[config.mk]
export PLATFORM = sky130hd
export DESIGN_NAME = uart_tx_tick
export DESIGN_NICKNAME = d
export VERILOG_FILES = /design/src/rtl/uart_tx_tick.sv
export SDC_FILE = /design/constraint.sdc
export NUM_CORES = 1
export LEC_CHECK = 0
export CELL_PAD_IN_SITES_DETAIL_PLACEMENT = 1
export CELL_PAD_IN_SITES_GLOBAL_PLACEMENT = 1
export CORE_MARGIN = 3
export CORE_UTILIZATION = 52
export CTS_CLUSTER_DIAMETER = 30
export DETAILED_ROUTE_END_ITERATION = 7
export GPL_TIMING_DRIVEN = 0
export PLACE_DENSITY = 0.84
export SLEW_MARGIN = 20
export SYNTH_ARGS = -nofsm -noshare
export SYNTH_HDL_FRONTEND = slang
export SYNTH_SLANG_ARGS = --single-unit
[constraint.sdc]
create_clock -name AClkH -period 6.1 [get_ports AClkH]
set_input_delay 1.83 -clock AClkH [delete_from_list [all_inputs] [get_ports AClkH]]
set_output_delay 1.83 -clock AClkH [all_outputs]
set_load 0.02 [all_outputs]
[src/rtl/uart_tx_tick.sv]
// UART transmitter driven by an external bit-period strobe.
// Bytes are queued in a small FIFO and sent as 8-bit async frames.
module uart_tx_tick #(
  parameter int CFifoAddrW = 2,
  parameter bit CParityEn  = 1'b0,
  parameter bit CParityOdd = 1'b0,
  parameter int CStopBits  = 1
) (
  input  logic       AClkH,
  input  logic       AResetHN,
  input  logic       AClkHEn,
  input  logic       ABitTick,
  input  logic [7:0] AData,
  input  logic       AWrStrb,
  input  logic       AOvfClr,
  output logic       ATxd,
  output logic       AFull,
  output logic       AEmpty,
  output logic       ABusy,
  output logic       ATxDone,
  output logic       AOverflow
);

  localparam int Depth = 1 << CFifoAddrW;
  localparam logic [CFifoAddrW:0] DepthC = Depth[CFifoAddrW:0];

  typedef enum logic [2:0] {
    Idle,
    Start,
    Data,
    Parity,
    Stop
  } state_t;

  state_t state;

  logic [7:0]            mem [Depth];
  logic [CFifoAddrW-1:0] wr_ptr;
  logic [CFifoAddrW-1:0] rd_ptr;
  logic [CFifoAddrW:0]   count;
  logic [CFifoAddrW:0]   count_n;

  logic [7:0] shift;
  logic [7:0] head;
  logic [2:0] idx;
  logic       par;
  logic       stop_cnt;

  logic tick;
  logic stop_last;
  logic pop;
  logic push;
  logic drop;

  assign tick      = AClkHEn & ABitTick;
  assign stop_last = (state == Stop) &&
                     (stop_cnt == 1'(CStopBits - 1));
  assign pop       = tick & ~AEmpty &
                     ((state == Idle) | stop_last);
  assign push      = AClkHEn & AWrStrb & (~AFull | pop);
  assign drop      = AClkHEn & AWrStrb & AFull & ~pop;
  assign head      = mem[rd_ptr];
  assign ABusy     = (state != Idle);

  always_comb begin
    count_n = count;
    if (push && !pop) begin
      count_n = count + 1'b1;
    end else if (pop && !push) begin
      count_n = count - 1'b1;
    end
  end

  always_ff @(posedge AClkH) begin
    if (push) begin
      mem[wr_ptr] <= AData;
    end
  end

  always_ff @(posedge AClkH or negedge AResetHN) begin
    if (!AResetHN) begin
      wr_ptr    <= '0;
      rd_ptr    <= '0;
      count     <= '0;
      AFull     <= 1'b0;
      AEmpty    <= 1'b1;
      AOverflow <= 1'b0;
    end else if (AClkHEn) begin
      if (push) begin
        wr_ptr <= wr_ptr + 1'b1;
      end
      if (pop) begin
        rd_ptr <= rd_ptr + 1'b1;
      end
      count  <= count_n;
      AFull  <= (count_n == DepthC);
      AEmpty <= (count_n == '0);
      // a drop in the same cycle as a clear keeps the flag set
      if (drop) begin
        AOverflow <= 1'b1;
      end else if (AOvfClr) begin
        AOverflow <= 1'b0;
      end
    end
  end

  always_ff @(posedge AClkH or negedge AResetHN) begin
    if (!AResetHN) begin
      state    <= Idle;
      ATxd     <= 1'b1;
      ATxDone  <= 1'b0;
      shift    <= '0;
      idx      <= '0;
      par      <= 1'b0;
      stop_cnt <= 1'b0;
    end else if (AClkHEn) begin
      ATxDone <= 1'b0;
      if (ABitTick) begin
        unique case (state)
          Idle: begin
            if (pop) begin
              shift <= head;
              par   <= (^head) ^ CParityOdd;
              ATxd  <= 1'b0;
              state <= Start;
            end
          end
          Start: begin
            ATxd  <= shift[0];
            idx   <= '0;
            state <= Data;
          end
          Data: begin
            if (idx == 3'd7) begin
              if (CParityEn) begin
                ATxd  <= par;
                state <= Parity;
              end else begin
                ATxd     <= 1'b1;
                stop_cnt <= 1'b0;
                state    <= Stop;
              end
            end else begin
              shift <= {1'b0, shift[7:1]};
              ATxd  <= shift[1];
              idx   <= idx + 3'd1;
            end
          end
          Parity: begin
            ATxd     <= 1'b1;
            stop_cnt <= 1'b0;
            state    <= Stop;
          end
          Stop: begin
            if (stop_last) begin
              ATxDone <= 1'b1;
              // back-to-back: next start bit follows the last stop bit
              if (pop) begin
                shift <= head;
                par   <= (^head) ^ CParityOdd;
                ATxd  <= 1'b0;
                state <= Start;
              end else begin
                ATxd  <= 1'b1;
                state <= Idle;
              end
            end else begin
              stop_cnt <= stop_cnt + 1'b1;
            end
          end
          default: begin
            ATxd  <= 1'b1;
            state <= Idle;
          end
        endcase
      end
    end
  end

endmodule
Word-level counts from Yosys, hierarchy flattened
Memory sizes are Yosys's and may differ from the RTL's.
Cells that the tools add are included.

cells by class
  $add $sub $neg = 6
  eq/ne operators = 11
  multiplexer cells = 28
  bitwise gates (word level) = 13
  reductions and logical operators = 20

operators by type and width
  kind                                                                count
  8-bit two-way mux                                                   3
  8-bit one-hot mux with 3 select lines                               1
  3-bit two-way mux                                                   6
  3-bit one-hot mux with 5 select lines                               1
  5-bit AND reduction                                                 3
  1-bit two-way mux                                                   14
  2-bit != test, second input constant                                5
  3-bit == test, second input constant                                3
  3-bit nonzero test                                                  3
  4-bit AND reduction                                                 2
  1-bit bitwise AND                                                   7
  3-bit by 1-bit adder with 3-bit output, second input constant       2
  3-bit by 2-bit == test with 1-bit output, second input constant     2
  3-bit zero test                                                     2
  3-bit one-hot mux with 2 select lines                               1
  2-bit AND reduction                                                 3
  2-bit by 1-bit adder with 2-bit output, second input constant       2
  1-bit NOT                                                           4
  1-bit one-hot mux with 4 select lines                               1
  2-bit nonzero test                                                  2
  3-bit by 1-bit == test with 1-bit output, second input constant     1
  1-bit logical AND                                                   3
  1-bit one-hot mux with 3 select lines                               1
  3-bit by 1-bit subtractor with 3-bit output, second input constant  1
  other kinds (3)                                                     5

word-level totals
  register bits after elaboration = 27
  memory bits (writable) = 32
  bits of input ports = 14
  memories = 1

memories
  name  words  width  rd ports  clocked after memory_dff  wr ports  RTL line  source
  mem   4      8      1         0                         1         37        logic [7:0] mem [Depth];

Logic depth before layout (Yosys ltp)
Gate-level depths: netlist of the first run.

  depth after elaboration = 11
  depth in mapped cells = 7
  gate-level depth less buffers = 7

Worst setup path after synthesis of the first run
OpenSTA, ideal clock, no wires.

  path kind = input port to flip-flop
  from = input port ABitTick
  to = memory mem[0][0], enable pin
  arrival = 2,934 ps
  required time = 5,768 ps
  setup slack = 2,834 ps
  stages on the path = 5
  path buffers = 1
  cells stage by stage = and2_1 clkbuf_1 nand2_4 a21oi_1 and2_1

between the ends
  cells in the longest elaborated chain, start to end = 7

ends and longest elaborated chain
  element                                  RTL line  source
  start: declaration                       12        input logic ABitTick,
  1-bit bitwise AND                        55        assign tick = AClkHEn & ABitTick;
  1-bit bitwise AND (2 in a row)           58        assign pop = tick & ~AEmpty &
  1-bit OR                                 60        assign push = AClkHEn & AWrStrb & (~AFull | pop);
  1-bit bitwise AND                        60
  1-bit two-way mux                        75        if (push) begin
  1-bit two-way mux (implied by the code)  76        mem[wr_ptr] <= AData;
  end: declaration                         37

Every way passes these cells.

Worst setup path in the final report of the first run
  from = input port ABitTick
  to = memory mem[0][7], enable pin

Same word-level chain as after synthesis.

==> impl_results.md, run 1 <==
* GRT overflow at 0
* Reg2Reg Depth at 4
* Syn nets at 218
* Register area at 1639 um^2
* Clk buf depth at 2
* Die Ht at 78.04 um
* Via count at 1695
* Cells after Synth at 196
* GP Congestion at 0.8783
* Clk_skew at 0.008454 ns
* Core area at 4880 um^2
* Pwr dens at 486.1 nW/um^2
* Sequential share of the synthesized area at 60.73%
* Lkg Pwr at 1.235 nW
* Tot Pwr at 1.531 mW
* Initial core utilization at 55.31%
* Layout cells sized above 1 at 16.96%
* Total track usage at 21.30%
* Count of different cell masters after synthesis at 49
* Setup crit end kind: flip-flop
* Max Cap Viol at 0
* Number of enable flip-flop cells after synthesis at 32
* IO Port Bufs at 18
* Slew HR at 59.03%
* WHS at 0.4956 ns
* Non-Filler Instances at 297
* Clock Sinks at 59
* Drt initial violations at 65
* Final hold vios at 0
* CTS Buf Count at 9
* WP data arrival at 3.88 ns
* Placed Cells at 281
* Max-slew violation count at 0
* Critical path's slowest cell: clkdlybuf4s50_1
* RSZ-0062 raised after global routing: false
* Clock transition at path regs at 0.06 ns
* Commonest non-fill, non-tap cell in the layout: edfxtp_1
* Met2 WL at 2983 um
* Total Nets Final at 247
* CTS tree: done
* CTS-repair resized insts at 0
* Hold crit path type: flip-flop to flip-flop
* Crit Path Max Fanout at 8
* Top routing layer in use: met4
* Setup WS pre-CTS at 1.806 ns
* Warnings, synthesis at 0
* Clk_lat worst skew at 0.34 ns
* CTS H-tree lvls at 3
* Critical Path Max Stage Delay at 0.53 ns
* Area growth from synthesis to layout at 16.74%
* DR DRC count at 0
* VDD IR-drop max at 0.2416 mV
* Site row count at 25
* Met3 routed WL at 155 um
* Die footprint at 6090 um^2
* Post-Syn Area per Cell at 13.77 um^2
* Drt total wl at 5669 um
* Fin crit share at 63.88%
* Antenna violations before repair at 0
* Area of the multi-input gates at 992.2 um^2
* Hold depth at 2
* Crit path cell chain: clkdlybuf4s50_1 -> and2_1 -> clkbuf_1 -> nand2_4 -> a21oi_1 -> and2_1
* Worst-Margin Slew at 0.6146 ns
* Drt wl/cell at 19.09 um
* Ports at 20
* Dpl hpwl at 4096 um
* Clk root buf: clkbuf_8
* Met1 wire length at 2465 um
* Startpoint class of the critical path: primary input
* Fillers at 470
* Commonest cells after routing, fill and taps aside: edfxtp_1, dfrtp_1, nand2_1, clkdlybuf4s50_1, o21ai_0
* Post-layout minimum cycle time at 3.897 ns
* Vias per Instance at 5.707
* Largest net degree at the start of global routing at 28
* Cts hold-fix bufs at 0
* Detail Route Antenna Nets at 0
* Final WS setup at 2.203 ns
* Data required time of the worst path at 6.08 ns
* CP most frequent cell: and2_1
* Die Wd at 78.04 um
* Synth Cell Area at 2699 um^2
* Diodes inserted at 0
* First-pass GRT wire length at 9749 um
* Setup violators final at 0
* Crit path kind: primary input to flip-flop
* Pre-antenna DRT Iters at 4
* Total Neg Setup Slack at 0 ns
* Vias in the first global route at 1901
* FMAX at 256.6 MHz
* Post-synth top flop: edfxtp_1
* Yosys reg bits at 59
* Post-CTS Setup Repair Bufs at 0
* Run status: complete, no violations
* Asr flop ratio synth at 45.76%
metal layers:
layer / vias to the layer above / GRT usage, %
met4: 0 / 6.294
li1: 799 / -
met1: 867 / 26.76
met3: 8 / 5.619
met5: - / 0
met2: 21 / 36.39
sequential cells by signal, summed over array words and instances (netlist names):
| name | flops |
|---|---|
| AFull | 1 |
| idx | 3 |
| ATxDone | 1 |
| rd_ptr | 2 |
| state | 3 |
| AOverflow | 1 |
| AEmpty | 1 |
| shift | 8 |
| ATxd | 1 |
| count | 3 |
| mem | 32 |
| wr_ptr | 2 |
| stop_cnt | 1 |
cell type report:
type	count	share of cell area, %
Tap cell	67	2.661
Buffer	10	1.311
Clock inverter	6	2.065
Inverter	7	0.8340
Clock buffer	10	4.051
Multi-Input combinational cell	120	31.49
Sequential cell	59	52.03
Timing Repair Buffer	18	5.560
final timing paths:
path	start	slack (ns)	endpoint
min in group asynchronous	AResetHN	1.50	shift[0]
min	AOverflow	0.50	AOverflow
min reg2reg	AOverflow	0.50	AOverflow
max in group asynchronous	AResetHN	4.19	AOverflow
max	ABitTick	2.20	mem[0][7]
max reg2reg	stop_cnt	3.66	mem[0][7]
Yosys cell counts (all sizes together) (2+ instances only):
library cell | instances | area share (%)
edfxtp | 32 | 36
dfrtp | 25 | 23
nand2 | 24 | 3.6
o21ai | 14 | 2.6
clkbuf | 8 | 1.2
ha | 8 | 3.7
mux2i | 8 | 3.0
mux4 | 8 | 6.7
inv | 7 | 0.97
and2 | 6 | 1.4
nor2 | 5 | 0.70
a21oi | 4 | 0.74
mux2 | 4 | 1.8
nor3 | 3 | 0.56
xnor2 | 3 | 0.97
a211o | 2 | 0.74
a21boi | 2 | 0.56
a22o | 2 | 0.65
buf | 2 | 0.37
dfstp | 2 | 1.9
nand2b | 2 | 0.46
o41ai | 2 | 0.93
power breakdown:
group          leakage [nW]  switching, mW  total, mW  internal (mW)
clock network        0.0966          0.160      0.349          0.189
registers             0.625         0.0807      0.609          0.528
logic                 0.514          0.307      0.574          0.267
total                  1.24          0.547       1.53          0.984
kinds of logic (layout without fill, tap and decap cells):
| group | Yosys count | count (layout) | synth area share [%] |
|---|---|---|---|
| adders and majority gates | 8 | 8 | 3.709 |
| xor gates and xnor gates | 4 | 4 | 1.298 |
| and+or+nand+nor | 48 | 48 | 8.995 |
| AOI/OAI and AO/OA | 40 | 40 | 11.31 |
| buffers and inverters | 17 | 51 | 2.504 |
| DFF | 59 | 59 | 60.73 |
| muxes | 20 | 20 | 11.45 |
stage by stage:
step                cell area, um^2  util [%]
finish                         3151     64.56
global route                   3151     64.56
CTS                            3151     64.56
detailed placement             2958     60.62
global placement               2963     60.72
floorplan                      2699         -
worst max-delay path, delay by kind of cell:
family	cells	cell delay, ns
AOI/OAI and AO/OA	1	0.40
buffers and inverters	2	0.86
and+or+nand+nor	3	0.77
Power figures use the tool's default switching activity.
==> run 2, diff against run 1 <==
Settings changed: CORE_UTILIZATION 52 to 43, PLACE_DENSITY 0.84 to 0.74.
Clock period 6.1 ns to 3.4 ns, I/O delays scaled along.
==> run 2 against run 1 <==
  * Sequential share of layout area is 0.12 points higher
  * Wire length fell by 5.3%
  * Critical path depth did not move
  * Largest cell class unchanged
==> impl_results.md, run 2 (synthesis gave the netlist of run 1 again) <==
* Pint at 1.691 mW (was 0.9840 mW)
* Commonest non-fill, non-tap cell in the layout: edfxtp_1 (unchanged)
* Clock power share at 21.4% (was 22.8%)
* Post-DP Area at 2968 um^2 (was 2958 um^2)
* Gate power share at 37.8% (was 37.5%)
* Max reg flops at 32 (unchanged)
* Drt initial violations at 78 (was 65)
* Critical path's slowest cell: clkdlybuf4s50_1 (unchanged)
* Cts hold-fix bufs at 0 (unchanged)
* Fillers at 605 (was 470)
* Register area at 1639 um^2 (unchanged)
* Final hold vios at 0 (unchanged)
* Detail Route Antenna Nets at 0 (unchanged)
* Area of the multi-input gates at 992.2 um^2 (unchanged)
* Final WS setup at 0.2624 ns (was 2.203 ns)
* Worst-Margin Slew at 0.6227 ns (was 0.6146 ns)
* Max-slew violation count at 0 (unchanged)
* Drt wl/cell at 17.60 um (was 19.09 um)
* Most flop-heavy register: mem (unchanged)
* Non-Filler Instances at 305 (was 297)
* Max Cap Viol at 0 (unchanged)
* Top Registers: mem: 32 flops, shift: 8 flops (unchanged)
* Clk_skew at 0.007483 ns (was 0.008454 ns)
* CTS-repair resized insts at 0 (unchanged)
* Pwr dens at 843.6 nW/um^2 (was 486.1 nW/um^2)
* CP most frequent cell: and2_1 (unchanged)
* Initial core utilization at 45.05% (was 55.31%)
* Setup crit end kind: flip-flop (unchanged)
* DR DRC count at 0 (unchanged)
* Setup violators final at 0 (unchanged)
* Commonest cells after routing, fill and taps aside: edfxtp_1, dfrtp_1, nand2_1, clkdlybuf4s50_1, o21ai_0 (unchanged)
* Lkg Pwr at 1.227 nW (was 1.235 nW)
* Pre-antenna DRT Iters at 4 (unchanged)
* Post-CTS Setup Repair Bufs at 0 (unchanged)
* Clk root buf: clkbuf_8 (unchanged)
* Setup WS pre-CTS at -0.1034 ns (was 1.806 ns)
* Dpl hpwl at 3755 um (was 4096 um)
* GRT overflow at 0 (unchanged)
* Hold depth at 2 (unchanged)
* Ports at 20 (unchanged)
* VDD IR-drop max at 0.3622 mV (was 0.2416 mV)
* CTS Buf Count at 9 (unchanged)
* Post-layout minimum cycle time at 3.138 ns
* Fin crit share at 92.28%
* Clk_lat worst skew at 0.34 ns (about the same)
* Slew HR at 58.48% (was 59.03%)
* Largest net degree at the start of global routing at 28 (unchanged)
* Via count at 1650 (was 1695)
* Seq pwr share at 40.8% (was 39.8%)
* Reg2Reg Depth at 4 (unchanged)
* Crit Path Max Fanout at 8 (unchanged)
* WHS at 0.4868 ns (was 0.4956 ns)
* Vias in the first global route at 1872 (was 1901)
* IO Port Bufs at 18 (unchanged)
* Clock Sinks at 59 (unchanged)
* Clk buf depth at 2 (unchanged)
* Data required time of the worst path at 3.39 ns (was 6.08 ns)
* Clock transition at path regs at 0.07 ns (was 0.06 ns)
* FMAX at 318.7 MHz
* Total Nets Final at 247 (unchanged)
* Run status: complete, no violations (unchanged)
* Critical Path Max Stage Delay at 0.52 ns (was 0.53 ns)
* Antenna violations before repair at 0 (unchanged)
* Area growth from synthesis to layout at 16.46% (was 16.74%)
* Drt total wl at 5368 um (was 5669 um)
* Die Ht at 85.23 um (was 78.04 um)
* Die footprint at 7263 um^2 (was 6090 um^2)
* Vias per Instance at 5.410 (was 5.707)
* Layout cells sized above 1 at 16.96% (unchanged)
* CTS H-tree lvls at 3 (unchanged)
* Total track usage at 17.14% (was 21.30%)
* GP Congestion at 0.8112 (was 0.8783)
* RSZ-0062 raised after global routing: false (unchanged)
* Design Area, Final at 3143 um^2 (was 3151 um^2)
* Crit path cell chain: clkdlybuf4s50_1 -> and2_1 -> clkbuf_1 -> nand2_4 -> a21oi_1 -> and2_1 (unchanged)
* Switch share at 36.24% (was 35.74%)
* Diodes inserted at 0 (unchanged)
* CTS tree: done (unchanged)
* Startpoint class of the critical path: primary input (unchanged)
* Switching Power at 0.9607 mW (was 0.5474 mW)
* Placed Cells at 289 (was 281)
* Final Util at 52.46% (was 64.56%)
* Total Neg Setup Slack at 0 ns (unchanged)
* Site row count at 28 (was 25)
* Crit path kind: primary input to flip-flop (unchanged)
* WP data arrival at 3.13 ns (was 3.88 ns)
* First-pass GRT wire length at 9356 um (was 9749 um)
* Hold crit path type: flip-flop to flip-flop (unchanged)
* Tot Pwr at 2.651 mW (was 1.531 mW)
* Core area at 5991 um^2 (was 4880 um^2)
* Die Wd at 85.23 um (was 78.04 um)
run 2: cell count changes in the layout (fill, tap and decap cells not counted), sizes merged:
cell / previous run / this run
bufinv: 1 / 0
clkbuf: 18 / 17
inv: 8 / 10
run 2: final cells by class:
cell class | count | area share [%]
multi-input cells | 120 | 31.57
inverters | 7 | 0.8360
flip-flops and latches | 59 | 52.15
repair buffers | 18 | 5.573
well taps | 75 | 2.986
clock buffers | 9 | 3.941
clock inverters | 7 | 1.632
plain buffers | 10 | 1.314
run 2: layer usage:
layer	vias to the layer above	GRT usage (%)	share of wire, %
li1	798	-	-
met1	827	21.83	46
met2	19	27.33	50
met3	6	6.117	3.2
met4	0	5.612	0.84
met5	-	0	0
run 2: worst max-delay path, delay by kind of cell:
kind / cells / cell delay [ns]
buf+inv: 2 / 0.87
simple gates: 3 / 0.77
compound gates: 1 / 0.45
run 2: final timing paths:
kind | startpoint | to | slack (ns)
worst max-delay path | ABitTick | mem[0][4] | 0.26
max in group asynchronous | AResetHN | rd_ptr[0] | 2.30
worst min register to register | shift[4] | shift[4] | 0.49
worst min-delay path | shift[4] | shift[4] | 0.49
min in group asynchronous | AResetHN | shift[2] | 0.69
worst max register to register | stop_cnt | mem[0][4] | 0.88
run 2: power by group through the flow:
stage / combinational, mW / sequential [mW] / clock (mW)
2_1_floorplan: 0.737 / 1.08 / 0
3_3_place_gp: 0.986 / 1.09 / 0
3_5_place_dp: 1.02 / 1.10 / 0
4_1_cts: 1.02 / 1.08 / 0.588
5_1_grt: 1.13 / 1.11 / 0.620
6_report: 1.00 / 1.08 / 0.569
